==> config.mk <==
export PLATFORM = sky130hd
export DESIGN_NAME = popcount_accum
export DESIGN_NICKNAME = d
export VERILOG_FILES = /design/src/rtl/popcount_pkg.sv /design/src/rtl/popcount_word.sv /design/src/rtl/popcount_accum.sv
export SDC_FILE = /design/constraint.sdc
export NUM_CORES = 1
export LEC_CHECK = 0
export ABC_AREA = 0
export BUFFER_PORTS_ARGS = -buffer_cell sky130_fd_sc_hd__buf_2
export CAP_MARGIN = 20
export CORE_ASPECT_RATIO = 1.1
export CORE_MARGIN = 4
export CORE_UTILIZATION = 62
export DETAILED_ROUTE_END_ITERATION = 8
export GPL_ROUTABILITY_DRIVEN = 0
export PLACE_DENSITY = 0.83
export REMOVE_ABC_BUFFERS = 1
export SYNTH_ARGS = -nofsm -noshare
export SYNTH_HDL_FRONTEND = slang
export SYNTH_SLANG_ARGS = --single-unit
==> constraint.sdc <==
create_clock -name clk -period 5.2 [get_ports clk]
set_input_delay 0.78 -clock clk [delete_from_list [all_inputs] [get_ports clk]]
set_output_delay 0.78 -clock clk [all_outputs]
set_load 0.05 [all_outputs]
==> src/rtl/popcount_pkg.sv <==
// Shared types and helpers for the streaming population counter.
// clog2 sizes the per-word count; sat_add clamps a sum to a destination width.
package popcount_pkg;

    typedef enum logic [0:0] {
        ST_ACC = 1'b0,
        ST_OUT = 1'b1
    } state_e;

    function automatic int clog2(input int unsigned value);
        int result;
        result = 0;
        for (int i = 0; i < 32; i++) begin
            if ((64'd1 << i) < 64'(value)) begin
                result = i + 1;
            end else begin
                result = result;
            end
        end
        return result;
    endfunction

    // Sum of two values clamped to 2^width-1; width must be 1..31.
    function automatic logic [31:0] sat_add(input logic [31:0] a,
                                            input logic [31:0] b,
                                            input int          width);
        logic [32:0] sum;
        logic [32:0] limit;
        sum   = {1'b0, a} + {1'b0, b};
        limit = (33'd1 << width) - 33'd1;
        if (sum > limit) begin
            return limit[31:0];
        end else begin
            return sum[31:0];
        end
    endfunction

endpackage

==> src/rtl/popcount_word.sv <==
// Combinational ones-count of a single WIDTH-bit word.
module popcount_word
    import popcount_pkg::*;
#(
    parameter int WIDTH = 16,
    parameter int CNT_W = clog2(WIDTH + 1)
) (
    input  logic [WIDTH-1:0] data_i,
    output logic [CNT_W-1:0] count_o
);

    // Adder chain over the word bits.
    always_comb begin
        count_o = '0;
        for (int i = 0; i < WIDTH; i++) begin
            count_o = count_o + CNT_W'(data_i[i]);
        end
    end

endmodule

==> src/rtl/popcount_accum.sv <==
// Frame-based ones accumulator: sums per-word pop counts until in_last,
// then holds the saturated total, word count and clamp flag until taken.
module popcount_accum
    import popcount_pkg::*;
#(
    parameter int WIDTH  = 16,
    parameter int ACC_W  = 16,
    parameter int WCNT_W = 8
) (
    input  logic              clk,
    input  logic              rst_n,
    input  logic              flush,
    input  logic              in_valid,
    output logic              in_ready,
    input  logic [WIDTH-1:0]  in_data,
    input  logic              in_last,
    output logic              out_valid,
    input  logic              out_ready,
    output logic [ACC_W-1:0]  out_count,
    output logic [WCNT_W-1:0] out_words,
    output logic              out_sat
);

    localparam int          POP_W   = clog2(WIDTH + 1);
    localparam logic [31:0] ACC_MAX = (32'd1 << ACC_W) - 32'd1;

    if (ACC_W < POP_W || ACC_W > 31) begin : g_acc_w_check
        $error("popcount_accum: ACC_W must be in clog2(WIDTH+1)..31");
    end

    state_e              state_q, state_d;
    logic [ACC_W-1:0]    acc_q, acc_d;
    logic [WCNT_W-1:0]   words_q, words_d;
    logic                sat_q, sat_d;
    logic                out_valid_q, out_valid_d;
    logic [ACC_W-1:0]    out_count_q, out_count_d;
    logic [WCNT_W-1:0]   out_words_q, out_words_d;
    logic                out_sat_q, out_sat_d;

    logic [POP_W-1:0]    pop_s;
    logic                in_ready_s;
    logic                accept_s;
    logic [ACC_W-1:0]    acc_sum_s;
    logic                overflow_s;
    logic [WCNT_W-1:0]   words_inc_s;

    popcount_word #(.WIDTH(WIDTH)) u_word (
        .data_i  (in_data),
        .count_o (pop_s)
    );

    // Saturating sums for the word being offered this cycle.
    always_comb begin
        accept_s    = in_valid && in_ready_s;
        acc_sum_s   = ACC_W'(sat_add(32'(acc_q), 32'(pop_s), ACC_W));
        overflow_s  = (32'(acc_q) + 32'(pop_s)) > ACC_MAX;
        words_inc_s = (&words_q) ? words_q : words_q + WCNT_W'(1);
    end

    // State register.
    always_ff @(posedge clk or negedge rst_n) begin
        if (!rst_n) begin
            state_q <= ST_ACC;
        end else begin
            state_q <= state_d;
        end
    end

    // Next-state logic.
    always_comb begin
        state_d = state_q;
        case (state_q)
            ST_ACC: begin
                if (accept_s && in_last) begin
                    state_d = ST_OUT;
                end else begin
                    state_d = ST_ACC;
                end
            end
            ST_OUT: begin
                if (out_ready) begin
                    state_d = ST_ACC;
                end else begin
                    state_d = ST_OUT;
                end
            end
            default: state_d = ST_ACC;
        endcase
    end

    // FSM output: upstream handshake.
    always_comb begin
        in_ready_s = 1'b0;
        case (state_q)
            ST_ACC:  in_ready_s = !flush;
            ST_OUT:  in_ready_s = 1'b0;
            default: in_ready_s = 1'b0;
        endcase
    end

    // Accumulator and result next-state; a flush only matters while accumulating.
    always_comb begin
        acc_d       = acc_q;
        words_d     = words_q;
        sat_d       = sat_q;
        out_valid_d = out_valid_q;
        out_count_d = out_count_q;
        out_words_d = out_words_q;
        out_sat_d   = out_sat_q;
        if (state_q == ST_ACC) begin
            if (flush) begin
                acc_d   = '0;
                words_d = '0;
                sat_d   = 1'b0;
            end else if (accept_s && in_last) begin
                out_count_d = acc_sum_s;
                out_words_d = words_inc_s;
                out_sat_d   = sat_q | overflow_s;
                out_valid_d = 1'b1;
                acc_d       = '0;
                words_d     = '0;
                sat_d       = 1'b0;
            end else if (accept_s) begin
                acc_d   = acc_sum_s;
                words_d = words_inc_s;
                sat_d   = sat_q | overflow_s;
            end else begin
                acc_d = acc_q;
            end
        end else begin
            if (out_ready) begin
                out_valid_d = 1'b0;
            end else begin
                out_valid_d = out_valid_q;
            end
        end
    end

    // Datapath and result registers.
    always_ff @(posedge clk or negedge rst_n) begin
        if (!rst_n) begin
            acc_q       <= '0;
            words_q     <= '0;
            sat_q       <= 1'b0;
            out_valid_q <= 1'b0;
            out_count_q <= '0;
            out_words_q <= '0;
            out_sat_q   <= 1'b0;
        end else begin
            acc_q       <= acc_d;
            words_q     <= words_d;
            sat_q       <= sat_d;
            out_valid_q <= out_valid_d;
            out_count_q <= out_count_d;
            out_words_q <= out_words_d;
            out_sat_q   <= out_sat_d;
        end
    end

    assign in_ready  = in_ready_s;
    assign out_valid = out_valid_q;
    assign out_count = out_count_q;
    assign out_words = out_words_q;
    assign out_sat   = out_sat_q;

endmodule
Word-level counts from Yosys, hierarchy flattened --
Cells that the tools add are included. W data, S select, Z words.
Cells by class: eq/ne operators 2, reduce and logical (&&, ||, !) cells 9, shift operators 0, add/sub/neg operators 18, multipliers 0, bitwise gates (word level) 3, $lt $le $gt $ge 2, div/mod/pow operators 0, mux-type cells 19
Operator list (number):
- $add A5 B1 Y5 | 14
- $mux W16 | 4
- $add A16 B5 Y17 | 2
- $gt A17 B16 Y1 const B | 2
- $mux W8 | 4
- $mux W1 | 9
- $add A8 B1 Y8 const B | 1
- $reduce_and A8 Y1 | 1
- $reduce_and A3 Y1 | 2
- $pmux W1 S2 | 2
- $reduce_bool A3 Y1 | 1
- $add A1 B1 Y2 | 1
- $logic_and A1 B1 Y1 | 2
- $ne A2 B1 Y1 const B | 1
- $ne A2 B2 Y1 const B | 1
- $not A1 Y1 | 2
- $reduce_and A2 Y1 | 1
- $reduce_bool A2 Y1 | 1
- $logic_not A1 Y1 | 1
- $or A1 B1 Y1 | 1
Storage, ports and cells: flip-flop bits (word level) 52, bits in read-only memories 0, memories kept 0, output and inout bits 27, logic and storage cells 61, latch bits 0, RAM bits 0

Depth between registers and ports, before layout --
depth after elaboration 21, mapped depth 20, depth with buffers taken out 19

Cells and area by module --
Synthesis repeated with hierarchy kept, for this count alone.
Unflattened totals: cell total of the unflattened synthesis 339, area total of the unflattened synthesis 3129.3 µm²
Modules (own cells, without submodules):
- popcount_accum | area an instance 2721.4 µm², times used 1, cells each 292
- popcount_word | area an instance 407.9 µm², times used 1, cells each 47

Worst setup path before layout --
OpenSTA, ideal clock, no wires.
path kind input -> register, start point input port in_data[0], end point register acc_q[8], path buffers 0, cell stages on the path 14, required time 5.079 ns, data arrival time 5.364 ns, setup time 0.121 ns, path slack -0.285 ns, path through ha_1 -> inv_1 -> fa_1 -> fa_1 -> fa_1 -> fa_1 -> fa_1 -> fa_1 -> fa_1 -> nand2b_1 -> a21bo_2 -> a21oi_1 -> o21ai_0 -> a22o_2
On the way: cells in the longest elaborated chain, start to end 21
Ends and longest elaborated chain:
- start, declared | line popcount_accum.sv:15 | input logic [WIDTH-1:0] in_data,
- $add A1 B1 Y2 * | line popcount_word.sv:16 | count_o = count_o + CNT_W'(data_i[i]);
- $add A5 B1 Y5 * (14 in series) | line popcount_word.sv:16
- $add A16 B5 Y17 * | line popcount_pkg.sv:29 | sum = {1'b0, a} + {1'b0, b};
- $gt A17 B16 Y1 | line popcount_pkg.sv:31 | if (sum > limit) begin
- $mux W16 * | line popcount_pkg.sv:31
- $mux W16 * | line popcount_accum.sv:123 | end else if (accept_s) begin
- $mux W16 * | line popcount_accum.sv:115 | end else if (accept_s && in_last) begin
- $mux W16 * | line popcount_accum.sv:111 | if (flush) begin
- end signal, assigned | line popcount_accum.sv:142 | acc_q <= '0;
- end signal, assigned | line popcount_accum.sv:150 | acc_q <= acc_d;
- end, declared | line popcount_accum.sv:32 | logic [ACC_W-1:0] acc_q, acc_d;
Every way passes the cells marked *; elsewhere a longest branch is shown, timed or not. The select of a mux whose other input is x is not followed. A chain may end at the register's enable or synchronous reset.

Worst setup path after layout --
start point input port in_data[1], end point register out_count_q[11], in the netlist out_count[11]
On the way: cells in the longest elaborated chain, start to end 18
Ends and longest elaborated chain:
- $add A1 B1 Y2 * | line popcount_word.sv:16
- $add A5 B1 Y5 * (14 in series) | line popcount_word.sv:16
- $add A16 B5 Y17 * | line popcount_pkg.sv:29
- $gt A17 B16 Y1 | line popcount_pkg.sv:31
- $mux W16 * | line popcount_pkg.sv:31
- end signal, assigned | line popcount_accum.sv:154 | out_count_q <= out_count_d;
- end, declared | line popcount_accum.sv:36 | logic [ACC_W-1:0] out_count_q, out_count_d;
Every way passes the cells marked *; elsewhere a longest branch is shown, timed or not.

==> key figures <==
Run status
  • Status: finished, violations left
  • Violations in the final reports: negative setup slack

Floorplan
  • Die W: 76.53 um
  • Initial cell density of the core: 64.06%
  • Row cnt: 27
  • IO Count: 49
  • Core Box Area: 0.005000 mm^2
  • Die height: 83.39 um
  • DIE AREA: 0.006381 mm^2

Clock network
  • # hold bufs at CTS: 0
  • Clk buf depth: 2
  • Worst-path clk slew: 0.09 ns
  • CTS Sinks: 52
  • Htree depth: 2
  • Total CTS buffers: 5
  • Root Driver: clkbuf_8
  • Clk_lat worst skew: 0.31 ns
  • CTS tree: done

Synthesis
  • Ys Warns: 0
  • Fraction of registers with async set/reset: 100.0%
  • Sequential element share of the synthesized area: 40.63%
  • Yosys top cell by area: dfrtp_1
  • Cells after synthesis: 344
  • Top-area cell type share of the netlist area: 40.63%
  • Post-synth EDFFs: 0
  • Flops & latches, synth: 52
  • Most frequent cell after synthesis: dfrtp_1
  • Syn_area_per_cell: 9.311 um^2
  • Most common library cells after synthesis: 52 x dfrtp_1, 37 x nand2_1, 36 x inv_1
  • Top_reg_cell synth: dfrtp_1
  • Mapped cell area: 0.003203 mm^2
  • Cell variety after synth: 51
  • Ranking of synthesized cells by area: dfrtp_1 41%, fa_1 6.9%, o21ai_0 5.3%, a21oi_1 4.8%, nand2_1 4.3%

Timing
  • Pins over their slew limit: 0
  • Worst Tran Pin Value: 1.105 ns
  • Unrepaired setup endpoints after global routing: yes
  • Setup TNS: -0.2216 ns
  • Final worst-path cycle share: 101.2%
  • Fin. Hold Viols: 0
  • Final worst path period need: 5.263 ns
  • Achievable Freq: 190.0 MHz
  • Slew headroom: 26.10%
  • Final worst setup slack: -0.06264 ns
  • Clk_skew: 0.009150 ns
  • WHS: 0.4783 ns
  • Final setup viols: 10

Route
  • DRC viols: 0
  • Vias: 2909
  • Detailed Route Iter0 Violations: 197
  • Via/cell ratio: 6.124
  • TritonRoute pass-1 iters: 5
  • DRT antenna net count: 0
  • WL per Instance: 17.99 um
  • Routed WL: 8545 um

Power and ir drop
  • Leak pwr: 1.900 nW
  • Psw: 649.0 uW
  • Flop pwr share: 30.2%
  • Power Density: 389.6 mW/mm^2
  • Logic pwr share: 52.0%
  • Share of power burned in the clock network: 17.8%
  • Tot Pwr: 1.586 mW
  • VDD IR max: 0.0003743 V
  • Internal: 937.2 uW
  • Sw frac: 40.92%

Critical path
  • Arrival @ worst endpoint: 5.46 ns
  • Worst endpoint required time: 5.40 ns
  • Worst setup SP type: input pin
  • Worst Setup End Kind: register
  • R2r worst-path depth: 4
  • CP Launch Point: in_data[1]
  • RR Endpoint: words_q[5]$_DFFE_PN0P_
  • Crit Path Max Fanout: 5
  • Worst Setup EP: out_count[11]$_DFFE_PN0P_
  • Reg2reg start: state_q$_DFF_PN0_
  • Worst reg-to-reg setup slack: 2.93 ns
  • Critical path class: in -> reg

Cells and area
  • Synth-to-layout area growth: 27.11%
  • Layout cells sized above 1: 33.09%
  • Fillcell total: 293
  • NumNets Final: 460
  • Fin cells: 475
  • Register Area: 0.001301 mm^2
  • Fin util: 81.43%
  • # diodes: 0
  • Fin area: 0.004071 mm^2
  • Area of the multi-input gates: 0.001969 mm^2

Placed design
  • Dpl ws: -0.6667 ns
  • # port buffers: 48
  • Post-DP HPWL: 5285 um
  • Placed insts: 459
  • Dpl cell area: 0.003620 mm^2

GRT
  • Initial antenna violation count: 0
  • Largest net degree at the start of global routing: 53
  • Vias in the first global route: 2953
  • GRT Resource Usage Total: 26.11%
  • First-pass GRT wire length: 13520 um
  • Grt total ovfl: 0

Hold path
  • Worst Hold Class: reg -> reg

Job
  • Max-Cap Viols: 0
## worst min-delay path by stage
stage / endpoint / cells past startpoint / slack [ns] / from
floorplan: acc_q[2]$_DFFE_PN0P_ / 1 / 0.46 / acc_q[2]$_DFFE_PN0P_
global placement: out_count[15]$_DFFE_PN0P_ / 2 / 0.45 / out_count[15]$_DFFE_PN0P_
detailed placement: out_count[15]$_DFFE_PN0P_ / 2 / 0.46 / out_count[15]$_DFFE_PN0P_
CTS: out_count[15]$_DFFE_PN0P_ / 2 / 0.48 / out_count[15]$_DFFE_PN0P_
global route: out_count[12]$_DFFE_PN0P_ / 2 / 0.51 / out_count[12]$_DFFE_PN0P_
finish: out_words[2]$_DFFE_PN0P_ / 2 / 0.48 / out_words[2]$_DFFE_PN0P_
## area by class of cell
| class | count | area share [%] |
|---|---|---|
| clock buffers | 6 | 1.782 |
| clock inverters | 2 | 0.8605 |
| inverters | 36 | 3.319 |
| multi-input cells | 245 | 48.37 |
| flip-flops and latches | 52 | 31.96 |
| well taps | 58 | 1.782 |
| repair buffers | 76 | 11.92 |
## sequential cells by signal (all words and copies together), names as in the netlist
| name | flops |
|---|---|
| acc_q | 16 |
| out_count | 16 |
| out_words | 8 |
| words_q | 8 |
| out_sat | 1 |
| out_valid | 1 |
| sat_q | 1 |
| state_q | 1 |
## metal layers
| layer | up-vias | GRT usage (%) | part of all wire (%) |
|---|---|---|---|
| met1 | 1432 | 30.11 | 38 |
| met4 | 0 | 12.03 | 2.9 |
| met5 | - | 0 | 0 |
| met2 | 117 | 47.24 | 53 |
| met3 | 27 | 4.013 | 5.6 |
| li1 | 1333 | - | - |
## logic make-up after synthesis
| kind of cell | share of synthesized area [%] |
|---|---|
| compound gates | 23.32 |
| simple gates | 13.71 |
| buf+inv | 6.016 |
| xor+xnor | 3.281 |
| mux | 1.875 |
| flops | 40.63 |
| fa+ha+maj | 11.17 |
## critical path: stages
cell     delay [ns]
buf_6          0.10
ha_4           0.25
inv_2          0.03
fa_1           0.53
fa_1           0.44
fa_1           0.53
fa_1           0.46
fa_2           0.38
fa_2           0.57
inv_2          0.05
ha_4           0.25
a21o_1         0.15
nand4_1        0.21
buf_6          0.22
a21oi_4        0.19
mux2i_1        0.10
a211o_1        0.23
## cell usage in the layout (no fill, tap or decap), types with 6 or more instances in the layout
master    n
buf_6     8
buf_4    22
o21ai_0  22
a21oi_1  18
fa_1      8
a21oi_2   9
mux2i_1   6
a21o_1    7
dfrtp_1  52
xnor2_1   7
inv_1    34
nand2_1  36
nor2_1   22
buf_2    46
o21ai_1  13
ha_1      6
## power groups by stage
stage	Combinational (mW)	Sequential [mW]	Clock (mW)
floorplan	0.352	0.591	0
global placement	0.629	0.482	0
detailed placement	0.672	0.483	0
CTS	0.752	0.477	0.279
global route	0.890	0.484	0.300
finish	0.825	0.479	0.282
## what timing repair did
item	in CTS	in global routing
endpoints found under the setup margin	34	34
cloned	1	0
gates resized for setup	36	31
pin swaps	26	21
setup buffers	4	2
(Power assumes the default switching activity.)
